==> src/rtl/score_display.sv <==
// Score readout: converts the 8-bit score to BCD with a double-dabble FSM and
// renders three font glyphs below the maze. Optional: SCORE_LEADING_ZERO_BLANK_EN.
module score_display #(
   parameter int SCORE_X    = 16,
   parameter int SCORE_Y    = 400,
   parameter int SCALE_LOG2 = 1
) (
   input  logic       Clk,
   input  logic       Reset,
   input  logic [7:0] score_in,
   input  logic [9:0] DrawX,
   input  logic [9:0] DrawY,
   output logic [3:0] bcd_hundreds,
   output logic [3:0] bcd_tens,
   output logic [3:0] bcd_ones,
   output logic       bcd_valid,
   output logic       conv_done,
   output logic       is_score_pixel,
   output logic       in_score_box
);

   localparam int DIG_W   = 8 << SCALE_LOG2;
   localparam int DIG_H   = 16 << SCALE_LOG2;
   localparam int FIELD_W = 3 * DIG_W;

   localparam logic [1:0] IDLE  = 2'd0;
   localparam logic [1:0] LOAD  = 2'd1;
   localparam logic [1:0] SHIFT = 2'd2;
   localparam logic [1:0] DONE  = 2'd3;

   logic [1:0]  state;
   logic [7:0]  conv_src;
   logic [19:0] sr;
   logic [2:0]  cnt;

   // One double-dabble step: bias each BCD nibble >= 5 by 3, then shift left.
   function automatic logic [19:0] dabble_step(input logic [19:0] s);
      logic [19:0] t;
      t = s;
      if (t[11:8]  >= 4'd5) t[11:8]  = t[11:8]  + 4'd3;
      if (t[15:12] >= 4'd5) t[15:12] = t[15:12] + 4'd3;
      if (t[19:16] >= 4'd5) t[19:16] = t[19:16] + 4'd3;
      return {t[18:0], 1'b0};
   endfunction

   // Font rows 2..13 packed MSB-first; rows 0,1,14,15 and non-digit codes are blank.
   function automatic logic [7:0] font_row(input logic [3:0] d, input logic [3:0] r);
      logic [95:0] g;
      logic [95:0] sh;
      case (d)
         4'd0:    g = 96'h7C44444C545464444444447C;
         4'd1:    g = 96'h10301010101010101010107C;
         4'd2:    g = 96'h7C040404047C40404040407C;
         4'd3:    g = 96'h7C040404043C04040404047C;
         4'd4:    g = 96'h44444444447C040404040404;
         4'd5:    g = 96'h7C404040407C04040404047C;
         4'd6:    g = 96'h7C404040407C44444444447C;
         4'd7:    g = 96'h7C0404080810102020202020;
         4'd8:    g = 96'h7C444444447C44444444447C;
         4'd9:    g = 96'h7C444444447C04040404047C;
         default: g = '0;
      endcase
      sh = g << {r - 4'd2, 3'b000};
      if (r >= 4'd2 && r <= 4'd13)
         return sh[95:88];
      else
         return 8'h00;
   endfunction

   always_ff @(posedge Clk) begin
      if (Reset) begin
         state        <= LOAD;
         conv_src     <= 8'd0;
         bcd_hundreds <= 4'd0;
         bcd_tens     <= 4'd0;
         bcd_ones     <= 4'd0;
         bcd_valid    <= 1'b0;
         conv_done    <= 1'b0;
      end else begin
         conv_done <= 1'b0;
         case (state)
            IDLE: begin
               if (score_in != conv_src)
                  state <= LOAD;
            end
            LOAD: begin
               conv_src <= score_in;
               sr       <= {12'b0, score_in};
               cnt      <= 3'd0;
               state    <= SHIFT;
            end
            SHIFT: begin
               sr  <= dabble_step(sr);
               cnt <= cnt + 3'd1;
               if (cnt == 3'd7)
                  state <= DONE;
            end
            DONE: begin
               bcd_hundreds <= sr[19:16];
               bcd_tens     <= sr[15:12];
               bcd_ones     <= sr[11:8];
               bcd_valid    <= 1'b1;
               conv_done    <= 1'b1;
               state        <= IDLE;
            end
            default: state <= IDLE;
         endcase
      end
   end

   // Pixel stage p0: field hit test and glyph lookup from the latched digits.
   logic [10:0] px_p0, py_p0, dx_p0, dy_p0;
   logic        in_box_p0;
   logic [1:0]  digit_p0;
   logic [2:0]  col_p0;
   logic [3:0]  row_p0;
   logic [3:0]  digit_val_p0;
   logic        blank_p0;
   logic [7:0]  font_bits_p0;
   logic        lit_p0;

   assign px_p0     = {1'b0, DrawX};
   assign py_p0     = {1'b0, DrawY};
   assign dx_p0     = px_p0 - 11'(SCORE_X);
   assign dy_p0     = py_p0 - 11'(SCORE_Y);
   assign in_box_p0 = (px_p0 >= 11'(SCORE_X)) && (dx_p0 < 11'(FIELD_W)) &&
                      (py_p0 >= 11'(SCORE_Y)) && (dy_p0 < 11'(DIG_H));
   assign digit_p0  = 2'(dx_p0 >> (3 + SCALE_LOG2));
   assign col_p0    = 3'(dx_p0 >> SCALE_LOG2);
   assign row_p0    = 4'(dy_p0 >> SCALE_LOG2);

   always_comb begin
      digit_val_p0 = bcd_ones;
      blank_p0     = 1'b0;
      case (digit_p0)
         2'd0: begin
            digit_val_p0 = bcd_hundreds;
`ifdef SCORE_LEADING_ZERO_BLANK_EN
            blank_p0 = (bcd_hundreds == 4'd0);
`endif
         end
         2'd1: begin
            digit_val_p0 = bcd_tens;
`ifdef SCORE_LEADING_ZERO_BLANK_EN
            blank_p0 = (bcd_hundreds == 4'd0) && (bcd_tens == 4'd0);
`endif
         end
         default: digit_val_p0 = bcd_ones;
      endcase
   end

   assign font_bits_p0 = font_row(digit_val_p0, row_p0);
   assign lit_p0       = in_box_p0 && !blank_p0 && font_bits_p0[3'd7 - col_p0];

   // Pixel stage p1: registered mask, aligned with is_food.
   always_ff @(posedge Clk) begin
      if (Reset) begin
         is_score_pixel <= 1'b0;
         in_score_box   <= 1'b0;
      end else begin
         is_score_pixel <= lit_p0;
         in_score_box   <= in_box_p0;
      end
   end

endmodule

==> config.mk <==
export PLATFORM = sky130hd
export DESIGN_NAME = score_display
export DESIGN_NICKNAME = d
export VERILOG_FILES = /design/src/rtl/score_display.sv
export SDC_FILE = /design/constraint.sdc
export NUM_CORES = 1
export LEC_CHECK = 0
export CAP_MARGIN = 15
export CORE_ASPECT_RATIO = 1.75
export CORE_UTILIZATION = 60
export CTS_CLUSTER_DIAMETER = 50
export CTS_CLUSTER_SIZE = 28
export DETAILED_ROUTE_END_ITERATION = 7
export GPL_TIMING_DRIVEN = 0
export PLACE_DENSITY = 0.89
export SLEW_MARGIN = 20
export SYNTH_ARGS = -nofsm -noshare
export SYNTH_HDL_FRONTEND = slang
export SYNTH_SLANG_ARGS = --single-unit
==> constraint.sdc <==
create_clock -name Clk -period 5.9 [get_ports Clk]
set_input_delay 0.59 -clock Clk [delete_from_list [all_inputs] [get_ports Clk]]
set_output_delay 0.59 -clock Clk [all_outputs]
set_load 0.01 [all_outputs]
Word-level counts from Yosys, hierarchy flattened
Memories as Yosys holds them, arrays and structs flattened.
Index checks and enable logic that the tools add are counted.
{"block": "word_totals", "register_bits": 49, "rom_bits": 800, "input_bits": 30, "out_inout_bits": 16, "word_cells": 63, "n_memories": 1}
{"memory": "(no name shown)", "depth": 16, "word_bits": 50, "rd": 1, "rd_clocked_by_memory_dff": 0, "write_ports": 0, "line": "50", "source": "case (d)"}
{"block": "classes", "n_addsub": 8, "magnitude_cmp": 10, "n_eq_ne": 8, "n_shift": 1, "mux": 13, "bitwise": 1, "n_reduce_logical": 10}
{"cell": "left shift 96 x 7 -> 96 bit", "n": 1}
{"cell": "case mux 20 bit (2 select lines)", "n": 1}
{"cell": "less-than comparator 11 x 6 -> 1 bit (second input constant)", "n": 2}
{"cell": ">= comparator 4 x 3 -> 1 bit (second input constant)", "n": 3}
{"cell": "subtractor 10 x 5 -> 11 bit (second input constant)", "n": 1}
{"cell": "subtractor 10 x 9 -> 11 bit (second input constant)", "n": 1}
{"cell": ">= comparator 10 x 5 -> 1 bit (second input constant)", "n": 1}
{"cell": ">= comparator 10 x 9 -> 1 bit (second input constant)", "n": 1}
{"cell": "adder 4 x 2 -> 4 bit (second input constant)", "n": 2}
{"cell": "two-way mux 4 bit", "n": 2}
{"cell": "two-way mux 8 bit", "n": 1}
{"cell": "inequality test 8 bit", "n": 1}
{"cell": "case mux 2 bit (4 select lines)", "n": 1}
{"cell": "case mux 4 bit (2 select lines)", "n": 1}
{"cell": "case mux 3 bit (2 select lines)", "n": 1}
{"cell": "logical AND 1 bit", "n": 5}
{"cell": "equality test 2 x 1 -> 1 bit (second input constant)", "n": 2}
{"cell": "equality test 2 bit (second input constant)", "n": 2}
{"cell": ">= comparator 4 x 2 -> 1 bit (second input constant)", "n": 1}
{"cell": "less-or-equal comparator 4 bit (second input constant)", "n": 1}
{"cell": "zero test 2 bit", "n": 2}
{"cell": "less-than comparator 3 x 4 -> 1 bit (second input constant)", "n": 1}
{"cell": "two-way mux 2 bit", "n": 2}
{"cell": "inequality test 2 bit (second input constant)", "n": 2}
{"cell": "11 further kinds", "n": 13}

Depth between registers and ports, before layout
Gate-level depths: netlist (run 1).
An unclocked memory read counts as a cell.
{"block": "depth", "word_depth": 9, "ltp_mapped": 15}

Worst setup path after synthesis (run 1)
Ideal clock, no wire load.
{"block": "synth_path", "path_kind": "input port to flip-flop", "start": "input port DrawX[4]", "end": "register is_score_pixel", "setup_ns": 0.138, "t_arrival_ns": 3.382, "required_ns": 5.762, "path_slack_ns": 2.380, "path_stages": 14, "path_buffers": 1, "cell_sequence": "inv_1 -> ha_1 -> buf_4 -> nor2_1 -> a21oi_1 -> inv_1 -> ha_1 -> mux2_4 -> a211oi_1 -> nand3b_1 -> o211a_1 -> o221ai_2 -> o41ai_1 -> a221oi_1"}
{"block": "synth_via", "elab_chain_len": 9, "word_cells_on_any_way": 15, "cone_classes": "add/sub (1); order compare (2); eq/ne (1); shift (1); mux (4); reduce/logical (5); memory (1)"}
{"element": "start: declaration", "line": "11", "source": "input logic [9:0] DrawX,"}
{"element": "subtractor 10 x 5 -> 11 bit", "line": "124", "source": "assign dx_p0 = px_p0 - 11'(SCORE_X);"}
{"element": "equality test 2 x 1 -> 1 bit / zero test 2 bit (equally long branches)", "line": "135", "source": "case (digit_p0)"}
{"element": "case mux 4 bit (2 select lines)", "line": "135"}
{"element": "memory (16 x 50 bit)"}
{"element": "left shift 96 x 7 -> 96 bit", "line": "63", "source": "sh = g << {r - 4'd2, 3'b000};"}
{"element": "two-way mux 8 bit", "line": "64", "source": "if (r >= 4'd2 && r <= 4'd13)"}
{"element": "binary-select mux 1 bit (select 3 bit)", "line": "153", "source": "assign lit_p0 = in_box_p0 && !blank_p0 && font_bits_p0[3'd7 - col_p0];"}
{"element": "two-way mux 1 bit (implied by the code)", "line": "153"}
{"element": "logical AND 1 bit *", "line": "153"}
{"element": "end signal: assignment", "line": "161", "source": "is_score_pixel <= lit_p0;"}
{"element": "end: declaration", "line": "18", "source": "output logic is_score_pixel,"}
Every way passes the cells marked *; elsewhere a longest branch is shown, timed or not. The select of a mux whose other input is x is not followed.
A chain may end at the register's enable or synchronous reset.

Worst setup path after layout (run 1)
Same ends and word-level chain as after synthesis.

==> flow_metrics.env, run 1 <==
export IMPL_fin_hold_ws_ps=509.4
export IMPL_avgViaCountPerCell=6.082
export IMPL_area_delta_synth_final_pct=18.26
export IMPL_stdcell_area_um2=4116
export IMPL_cts_made_buffers=5
export IMPL_portBuffers=41
export IMPL_cts_reportedPaths_clkPinSlew_ps=90
export IMPL_postLayoutCoreUtil_pct=73.70
export IMPL_report_final_slew_viol_count=0
export IMPL_top_usage_layer="met2"
export IMPL_clk_path_buf_depth=2
export IMPL_crit_path_end_kind="flop"
export IMPL_grt_usage_pct=33.41
export IMPL_synth_edf_count=23
export IMPL_cts_root_buf="clkbuf_8"
export IMPL_fin_crit_sh_pct=77.31
export IMPL_register_area_um2=1211
export IMPL_crit_chain="clkdlybuf4s50_1 -> inv_1 -> ha_1 -> buf_4 -> nor2_1 -> a21oi_1 -> inv_1 -> ha_1 -> mux2_4 -> a211oi_1 -> nand3b_1 -> o211a_1 -> o221ai_2 -> o41ai_1 -> a221oi_1"
export IMPL_required_ps=6080
export IMPL_cp_start_kind="input port"
export IMPL_pin_count=46
export IMPL_grt_pass1_vias=3133
export IMPL_die_area_um2=6122
export IMPL_final_setup_skew_ps=5.695
export IMPL_htreeDepth=2
export IMPL_dr_total_vias=3041
export IMPL_total_power_mw=1.364
export IMPL_ant_nets=0
export IMPL_cts_setup_buffers=0
export IMPL_path_class="in -> reg"
export IMPL_start_util_pct=62.32
export IMPL_pre_cts_ws_ps=1104
export IMPL_synth_area_per_cell_um2=9.307
export IMPL_firstDrtPassIters=4
export IMPL_netlist_cell_type_count=68
export IMPL_final_common_cell="nor2_1"
export IMPL_p_leak_nw=1.604
export IMPL_max_slew_margin_pct=48.33
export IMPL_slowest_delay_ps=550
export IMPL_netlist_instances=374
export IMPL_cts_sinks=49
export IMPL_crit_fanout=10
export IMPL_die_w_um=59.58
export IMPL_cts_hold_buf=0
export IMPL_ys_warn_count=0
export IMPL_grt_util_met3_pct=6.399
export IMPL_final_cell_mix="43 x nor2_1, 41 x clkdlybuf4s50_1, 26 x ha_1, 26 x dfxtp_1"
export IMPL_worst_pin_slew_ps=769.5
export IMPL_die_y_um=102.8
export IMPL_cp_top_family="compound AO/OA/AOI/OAI gates"
export IMPL_synthArstFlopShare_pct=0
export IMPL_drt_iter0_drc=321
export IMPL_peakVddDrop_v=0.0002976
export IMPL_gp_congestion=1.008
export IMPL_clk_latency_ps=310
export IMPL_core_area_um2=5585
export IMPL_setup_tns_ps=0
export IMPL_syn_nets=430
export IMPL_drc=0
export IMPL_rsz0062_at_grt="false"
export IMPL_cap_viol_max_count=0
export IMPL_rows=36
export IMPL_status="finished, final reports clean"
export IMPL_drive_above_1_share_pct=10.38
export IMPL_hold_viol=0
export IMPL_cts_tree="done"
export IMPL_dpl_hpwl_mm=7.068
export IMPL_diodes=0
export IMPL_synth_area_um2=3481
export IMPL_seq_area_frac_synth_pct=34.80
export IMPL_met2_usage_pct=61.62
export IMPL_grt_overflow_total=0
export IMPL_final_cells=500
export IMPL_critical_path_slowest_cell="clkdlybuf4s50_1"
export IMPL_synthFlopType="dfxtp_1"
export IMPL_powerDensity_nw_per_um2=331.3
export IMPL_grt_max_degree=15
export IMPL_fmax_mhz=219.3
export IMPL_cts_resized=0
export IMPL_grt_util_met1_pct=33.01
export IMPL_place_area_um2=4000
export IMPL_grt_pass1_wl_mm=15.15
export IMPL_multi_input_area_um2=2067
export IMPL_place_inst=492
export IMPL_nNetsFinal=479
export IMPL_wl_mm=9.267
export IMPL_wl_per_cell_um=18.53
export IMPL_antenna_found_initial=0
export IMPL_cp_arrival_ps=4740
export IMPL_ys_ff_latch=49
export IMPL_setup_violations=0
export IMPL_path_buf_inv=4
export IMPL_num_fill_cells=441
export IMPL_hold_path_class="reg -> reg"
export IMPL_fin_ws_ps=1339
export IMPL_period_minus_slack_ps=4561
[Yosys cell counts (5+ instances only)]
master	count	area share [%]
a211oi_1	6	1.3
a21oi_1	15	2.2
a31oi_1	6	1.1
and2_1	8	1.4
buf_4	5	1.1
clkbuf_1	10	1.1
dfxtp_1	26	15
edfxtp_1	23	20
ha_1	26	9.3
inv_1	21	2.3
mux2_2	8	2.6
mux2i_1	23	6.6
nand2_1	22	2.4
nand2b_1	7	1.3
nand3_1	9	1.3
nor2_1	43	4.6
nor3_1	6	0.86
o21ai_0	15	2.2
xnor2_1	10	2.5
xor2_1	7	1.8
[layer usage]
metal / up-vias / routed length, µm
li1: 1448 / -
met1: 1440 / 3237
met2: 118 / 5105
met3: 35 / 409
met4: 0 / 514
met5: - / 0
[report_power, final]
part,switching (mW),total [mW],internal [mW]
clock,0.114,0.252,0.138
combinational,0.317,0.574,0.258
sequential,0.0775,0.537,0.460
[tightest hold or removal path: cells and delay by family, from the launching register on]
family | cells | cell delay, ps
DFF | 1 | 330
and+or+nand+nor | 2 | 140
[cell families after synthesis]
group                    synth area share (%)
AO/OA/AOI/OAI                           18.62
adder cells (fa/ha/maj)                 9.346
XOR/XNOR                                4.277
flip-flops                              34.80
multiplexers                            10.06
AND/OR/NAND/NOR                         17.00
buffers and inverters                   5.895
[sequential cells by signal, summed over array words and instances, names as in the netlist]
name,count
cnt,3
is_score_pixel,1
bcd_hundreds,4
conv_done,1
bcd_valid,1
state,2
bcd_ones,4
conv_src,8
in_score_box,1
bcd_tens,4
sr,20
[final timing paths]
check,cells past startpoint,slack (ps),end,from
max,15,1340,is_score_pixel$_SDFF_PP0_,DrawX[4]
min,2,510,bcd_valid$_SDFFE_PP0P_,bcd_valid$_SDFFE_PP0P_
max reg2reg,11,2460,is_score_pixel$_SDFF_PP0_,bcd_hundreds[0]$_SDFFE_PP0P_
min reg2reg,2,510,bcd_valid$_SDFFE_PP0P_,bcd_valid$_SDFFE_PP0P_
[layout make-up]
class / count / area share [%]
plain buffers: 20 / 2.979
inverters: 22 / 2.006
multi-input cells: 283 / 50.21
flip-flops and latches: 49 / 29.42
well taps: 76 / 2.310
clock inverters: 1 / 0.7295
clock buffers: 7 / 2.097
repair buffers: 42 / 10.24
(Power assumes the default switching activity.)
==> inputs of run 2 (changes only) <==
--- a/config.mk
+++ b/config.mk
@@ -7,12 +7,12 @@
 export LEC_CHECK = 0
 export CAP_MARGIN = 15
 export CORE_ASPECT_RATIO = 1.75
-export CORE_UTILIZATION = 60
+export CORE_UTILIZATION = 50
 export CTS_CLUSTER_DIAMETER = 50
 export CTS_CLUSTER_SIZE = 28
 export DETAILED_ROUTE_END_ITERATION = 7
 export GPL_TIMING_DRIVEN = 0
-export PLACE_DENSITY = 0.89
+export PLACE_DENSITY = 0.79
 export SLEW_MARGIN = 20
 export SYNTH_ARGS = -nofsm -noshare
 export SYNTH_HDL_FRONTEND = slang
==> constraint.sdc (replaced) <==
create_clock -name Clk -period 4 [get_ports Clk]
set_input_delay 0.4 -clock Clk [delete_from_list [all_inputs] [get_ports Clk]]
set_output_delay 0.4 -clock Clk [all_outputs]
set_load 0.01 [all_outputs]
==> run 2 against run 1 <==
Sequential cell count unchanged. Largest power group unchanged. Clock power increased by 95%. Critical endpoint unchanged. Register-to-register slack got worse by 1500 ps. Die area increased by 19%. Critical path type unchanged. Critical path depth unchanged. Sequential power increased by 47%. Design area increased by 2.1%. Core utilization decreased by 10 points.
==> flow_metrics.env, run 2 (synthesis gave the netlist of run 1 again) <==
export IMPL_fin_crit_sh_pct=96.23
export IMPL_drc=0
export IMPL_gp_congestion=0.9339
export IMPL_cp_top_family="compound AO/OA/AOI/OAI gates"
export IMPL_grt_max_degree=16
export IMPL_die_y_um=112.4
export IMPL_area_delta_synth_final_pct=20.70
export IMPL_die_area_um2=7312
export IMPL_max_slew_margin_pct=47.64
export IMPL_crit_fanout=10
export IMPL_start_util_pct=52.45
export IMPL_powerDensity_nw_per_um2=506.0
export IMPL_grt_overflow_total=0
export IMPL_cts_sinks=49
export IMPL_setup_violations=0
export IMPL_period_minus_slack_ps=3849
export IMPL_rows=39
export IMPL_dpl_hpwl_mm=6.980
export IMPL_cap_viol_max_count=0
export IMPL_cp_start_kind="input port"
export IMPL_top_regs="sr: 20 flops, conv_src: 8 flops"
export IMPL_required_ps=4150
export IMPL_drive_above_1_share_pct=11.53
export IMPL_final_cell_mix="43 x nor2_1, 41 x clkdlybuf4s50_1, 26 x dfxtp_1"
export IMPL_drt_iter0_drc=148
export IMPL_num_fill_cells=591
export IMPL_cts_reportedPaths_clkPinSlew_ps=70
export IMPL_largest_reg_flops=20
export IMPL_status="finished, final reports clean"
export IMPL_wl_mm=9.191
export IMPL_grt_usage_pct=26.48
export IMPL_core_area_um2=6636
export IMPL_path_class="in -> reg"
export IMPL_diodes=0
export IMPL_clk_latency_ps=290
export IMPL_antenna_found_initial=0
export IMPL_r2r_slack_ps=920
export IMPL_peakVddDrop_v=0.0004599
export IMPL_crit_chain="clkdlybuf4s50_1 -> inv_1 -> ha_2 -> buf_4 -> nor2_1 -> a21oi_2 -> inv_1 -> ha_2 -> mux2_4 -> a211oi_1 -> nand3b_1 -> o211a_1 -> o221ai_2 -> o41ai_1 -> a221oi_1"
export IMPL_path_buf_inv=4
export IMPL_rsz0062_at_grt="false"
export IMPL_dr_total_vias=3010
export IMPL_firstDrtPassIters=4
export IMPL_hold_viol=0
export IMPL_postLayoutCoreUtil_pct=63.31
export IMPL_slowest_delay_ps=540
export IMPL_avgViaCountPerCell=5.937
export IMPL_cts_root_buf="clkbuf_16"
export IMPL_pin_count=46
export IMPL_ant_nets=0
export IMPL_cp_arrival_ps=4000
export IMPL_wl_per_cell_um=18.13
export IMPL_setup_tns_ps=0
export IMPL_htreeDepth=2
export IMPL_p_leak_nw=1.628
export IMPL_report_final_slew_viol_count=0
export IMPL_final_common_cell="nor2_1"
export IMPL_worst_pin_slew_ps=779.8
export IMPL_cts_tree="done"
export IMPL_critical_path_slowest_cell="clkdlybuf4s50_1"
export IMPL_grt_pass1_vias=3065
export IMPL_portBuffers=41
export IMPL_fmax_mhz=259.8
export IMPL_top_register="sr"
export IMPL_grt_pass1_wl_mm=14.77
export IMPL_final_setup_skew_ps=2.329
export IMPL_nNetsFinal=480
export IMPL_hold_path_class="reg -> reg"
export IMPL_cts_made_buffers=5
export IMPL_clk_path_buf_depth=2
export IMPL_die_w_um=65.07
export IMPL_crit_path_end_kind="flop"
==> run 2: changes by cell type in the layout (fill, tap and decap cells not counted) <==
cell / delta
clkbuf_16: +5
ha_1: -3
buf_4: +1
clkinv_4: +1
a21oi_1: -1
clkbuf_8: -6
a21oi_4: +1
ha_2: +3
==> run 2: worst paths after layout <==
kind | startpoint | to | depth (start not counted)
setup / recovery | DrawX[4] | is_score_pixel$_SDFF_PP0_ | 15
setup reg to reg | bcd_hundreds[1]$_SDFFE_PP0P_ | is_score_pixel$_SDFF_PP0_ | 11
hold / removal | bcd_valid$_SDFFE_PP0P_ | bcd_valid$_SDFFE_PP0P_ | 2
hold reg to reg | bcd_valid$_SDFFE_PP0P_ | bcd_valid$_SDFFE_PP0P_ | 2
==> run 2: what timing repair did <==
| action | in CTS | in global routing |
|---|---|---|
| buffers inserted | 1 | 0 |
| hold buffers | 0 | 0 |
| setup endpoints to repair | 1 | 1 |
| resized for setup | 1 | 4 |
| hold endpoints to repair | 0 | 0 |
| pin swaps | 0 | 1 |
==> run 2: power breakdown <==
part           switching (mW)  internal, mW  total, mW  leakage (nW)
clock                   0.196         0.297      0.492        0.0810
combinational           0.459         0.384      0.844          1.11
sequential              0.111         0.679      0.790         0.435
total                   0.766          1.36       2.13          1.63
==> run 2: layout make-up <==
type | count | area (µm²) | area share [%]
tap | 82 | 102.6 | 2.442
buffer | 20 | 122.6 | 2.918
inverter | 22 | 82.58 | 1.965
timing repair buffer | 43 | 429.2 | 10.21
clock inverter | 2 | 38.79 | 0.9232
clock buffer | 6 | 128.9 | 3.067
sequential | 49 | 1211 | 28.83
multi-input combinational | 283 | 2086 | 49.64
==> run 2: worst reg2reg max path, cell delays in order, from the launching register on <==
cell and delay (ps):
dfxtp_1 410, a22oi_2 150, a21oi_4 350, inv_2 170, ha_1 250, mux2_2 270, o22ai_1 150, o21ai_1 200
a311o_1 430, o221ai_2 240, o41ai_1 140, a221oi_1 250
==> run 2: routing by layer <==
metal  global-route usage [%]  vias up  wire length, µm
met5                        0        -                0
met4                    15.36        0              401
met3                    3.455       26              328
met2                    50.49       96             5184
met1                    26.06     1437             3277
li1                         -     1451                -
==> run 2: stage by stage <==
stage / cell area, µm² / total power [mW] / hold WS, ps / worst slack, ps / instances
floorplan: 3481 / 1.349 / 481.0 / 669.7 / 374
global placement: 3994 / 1.584 / 451.4 / -562.5 / 497
detailed placement: 4008 / 1.627 / 457.8 / -573.6 / 498
CTS: 4187 / 2.126 / 473.5 / 134.7 / 507
global route: 4202 / 2.242 / 507.6 / 5.556 / 507
finish: 4202 / 2.126 / 472.7 / 150.6 / 507
==> inputs of run 3 (changes only) <==
--- a/config.mk
+++ b/config.mk
@@ -7,12 +7,12 @@
 export LEC_CHECK = 0
 export CAP_MARGIN = 15
 export CORE_ASPECT_RATIO = 1.75
-export CORE_UTILIZATION = 50
+export CORE_UTILIZATION = 56
 export CTS_CLUSTER_DIAMETER = 50
 export CTS_CLUSTER_SIZE = 28
 export DETAILED_ROUTE_END_ITERATION = 7
 export GPL_TIMING_DRIVEN = 0
-export PLACE_DENSITY = 0.79
+export PLACE_DENSITY = 0.84
 export SLEW_MARGIN = 20
 export SYNTH_ARGS = -nofsm -noshare
 export SYNTH_HDL_FRONTEND = slang
==> constraint.sdc (replaced) <==
create_clock -name Clk -period 3.8 [get_ports Clk]
set_input_delay 0.38 -clock Clk [delete_from_list [all_inputs] [get_ports Clk]]
set_output_delay 0.38 -clock Clk [all_outputs]
set_load 0.01 [all_outputs]
==> run 3 against run 2 <==
Hold slack better by 8.2 ps. Sequential cell count unchanged. Clock power down 24%. Core utilization up 7.3 points. Setup slack better by 52 ps. Via count up 1.5%. Critical path depth unchanged. Clock skew up 2.6 ps. Count of clock-buffer cells in the layout unchanged. Non-clock buffer count up 1. Critical path type unchanged.
==> flow_metrics.env, run 3 (synthesis gave the netlist of run 1 again) <==
export IMPL_pin_count=46
export IMPL_fin_ws_ps=202.7
export IMPL_start_util_pct=58.74
export IMPL_setup_violations=0
export IMPL_rsz0062_at_grt="false"
export IMPL_grt_pass1_vias=3070
export IMPL_crit_chain="clkdlybuf4s50_1 -> inv_1 -> ha_4 -> buf_4 -> nor2_1 -> a21oi_2 -> inv_1 -> ha_2 -> mux2_4 -> a211oi_2 -> nand3b_1 -> o211a_1 -> o221ai_2 -> o41ai_2 -> a221oi_1"
export IMPL_peakVddDrop_v=0.0005547
export IMPL_report_final_slew_viol_count=0
export IMPL_clk_latency_ps=300
export IMPL_cts_root_buf="clkbuf_8"
export IMPL_path_buf_inv=4
export IMPL_ant_nets=0
export IMPL_pre_cts_ws_ps=-680.2
export IMPL_cp_arrival_ps=3770
export IMPL_top_regs="sr: 20 flops, conv_src: 8 flops"
export IMPL_final_common_cell="nor2_1"
export IMPL_gp_congestion=0.9299
export IMPL_hold_path_class="reg -> reg"
export IMPL_drt_iter0_drc=421
export IMPL_grt_max_degree=17
export IMPL_fmax_mhz=278.0
export IMPL_p_leak_nw=1.616
export IMPL_rows=37
export IMPL_top_register="sr"
export IMPL_slowest_delay_ps=540
export IMPL_area_delta_synth_final_pct=20.24
export IMPL_r2r_slack_ps=870
export IMPL_dpl_hpwl_mm=6.525
export IMPL_grt_usage_pct=29.89
export IMPL_final_cell_mix="43 x nor2_1, 41 x clkdlybuf4s50_1, 26 x dfxtp_1"
export IMPL_critical_path_slowest_cell="clkdlybuf4s50_1"
export IMPL_powerDensity_nw_per_um2=504.2
export IMPL_cp_start_kind="input port"
export IMPL_clk_path_buf_depth=2
export IMPL_wl_per_cell_um=17.43
export IMPL_portBuffers=41
export IMPL_worst_pin_slew_ps=793.0
export IMPL_cts_tree="done"
export IMPL_max_slew_margin_pct=46.75
export IMPL_place_area_um2=4003
export IMPL_period_minus_slack_ps=3597
export IMPL_antenna_found_initial=0
export IMPL_largest_reg_flops=20
export IMPL_cap_viol_max_count=0
export IMPL_die_area_um2=6547
export IMPL_diodes=0
export IMPL_drive_above_1_share_pct=12.44
export IMPL_cp_top_family="compound AO/OA/AOI/OAI gates"
export IMPL_stdcell_area_um2=4185
export IMPL_die_w_um=61.60
export IMPL_path_class="in -> reg"
export IMPL_fin_crit_sh_pct=94.67
export IMPL_grt_overflow_total=0
export IMPL_drc=0
export IMPL_firstDrtPassIters=7
export IMPL_htreeDepth=2
export IMPL_cts_sinks=49
export IMPL_cts_reportedPaths_clkPinSlew_ps=90
export IMPL_hold_viol=0
export IMPL_required_ps=3970
export IMPL_final_setup_skew_ps=4.900
export IMPL_cts_hold_buf=0
export IMPL_avgViaCountPerCell=6.063
export IMPL_crit_top_cell="inv_1"
export IMPL_wl_mm=8.787
export IMPL_crit_path_end_kind="flop"
export IMPL_status="finished, final reports clean"
export IMPL_grt_pass1_wl_mm=14.53
export IMPL_dr_total_vias=3056
export IMPL_nNetsFinal=481
export IMPL_die_y_um=106.3
export IMPL_core_area_um2=5926
export IMPL_crit_fanout=10
export IMPL_cts_made_buffers=5
[run 3: changes by cell type in the layout (fill, tap and decap cells not counted), sizes merged]
| cell | delta |
|---|---|
| buf | +1 |
[run 3: per-stage QoR]
| step | power, mW | instances | setup TNS (ps) | util (%) | hold WS [ps] |
|---|---|---|---|---|---|
| finish | 2.110 | 504 | 0 | 70.63 | 480.9 |
| floorplan | 1.420 | 374 | 0 | - | 481.0 |
| global placement | 1.656 | 493 | -683.0 | 67.31 | 457.9 |
| CTS | 2.083 | 503 | 0 | 69.62 | 466.3 |
| detailed placement | 1.700 | 494 | -680.2 | 67.55 | 463.1 |
| global route | 2.246 | 504 | 0 | 70.63 | 483.3 |
[run 3: final timing paths]
kind | end | start | cells past startpoint
worst min register to register | bcd_valid$_SDFFE_PP0P_ | bcd_valid$_SDFFE_PP0P_ | 2
worst max register to register | is_score_pixel$_SDFF_PP0_ | bcd_hundreds[0]$_SDFFE_PP0P_ | 11
worst max-delay path | is_score_pixel$_SDFF_PP0_ | DrawX[4] | 15
worst min-delay path | bcd_valid$_SDFFE_PP0P_ | bcd_valid$_SDFFE_PP0P_ | 2
[run 3: layout make-up]
cell class                      instances  area [µm²]
Sequential cell                        49        1211
Fill cell                             472        1740
Multi-Input combinational cell        283        2111
Clock buffer                            6       72.57
Buffer                                 20       122.6
Tap cell                               78       97.59
Clock inverter                          2       38.79
Timing Repair Buffer                   44       449.2
Inverter                               22       82.58
[run 3: where the power goes]
group          switching, mW  leakage [nW]  internal, mW  total, mW
Combinational          0.489          1.13         0.415      0.904
Sequential             0.118         0.435         0.714      0.831
Clock                  0.177        0.0554         0.198      0.374
[run 3: timing repair]
item | 4_1_cts | 5_1_grt
pin swaps | 0 | 1
buffers inserted | 1 | 1
endpoints found under the setup margin | 1 | 1
resized for setup | 1 | 8
[run 3: worst min-delay path, stage by stage, from the launching register on]
cell,delay (ps)
dfxtp_1,320
nor2_1,80
nor2_1,40
[run 3: layer usage]
metal  share of wire [%]  vias up  GRT usage [%]
met2                  54      141          50.92
li1                    -     1456              -
met4                 5.0        0          16.83
met1                  36     1411          32.05
met3                 5.1       48          7.056
met5                   0        -              0
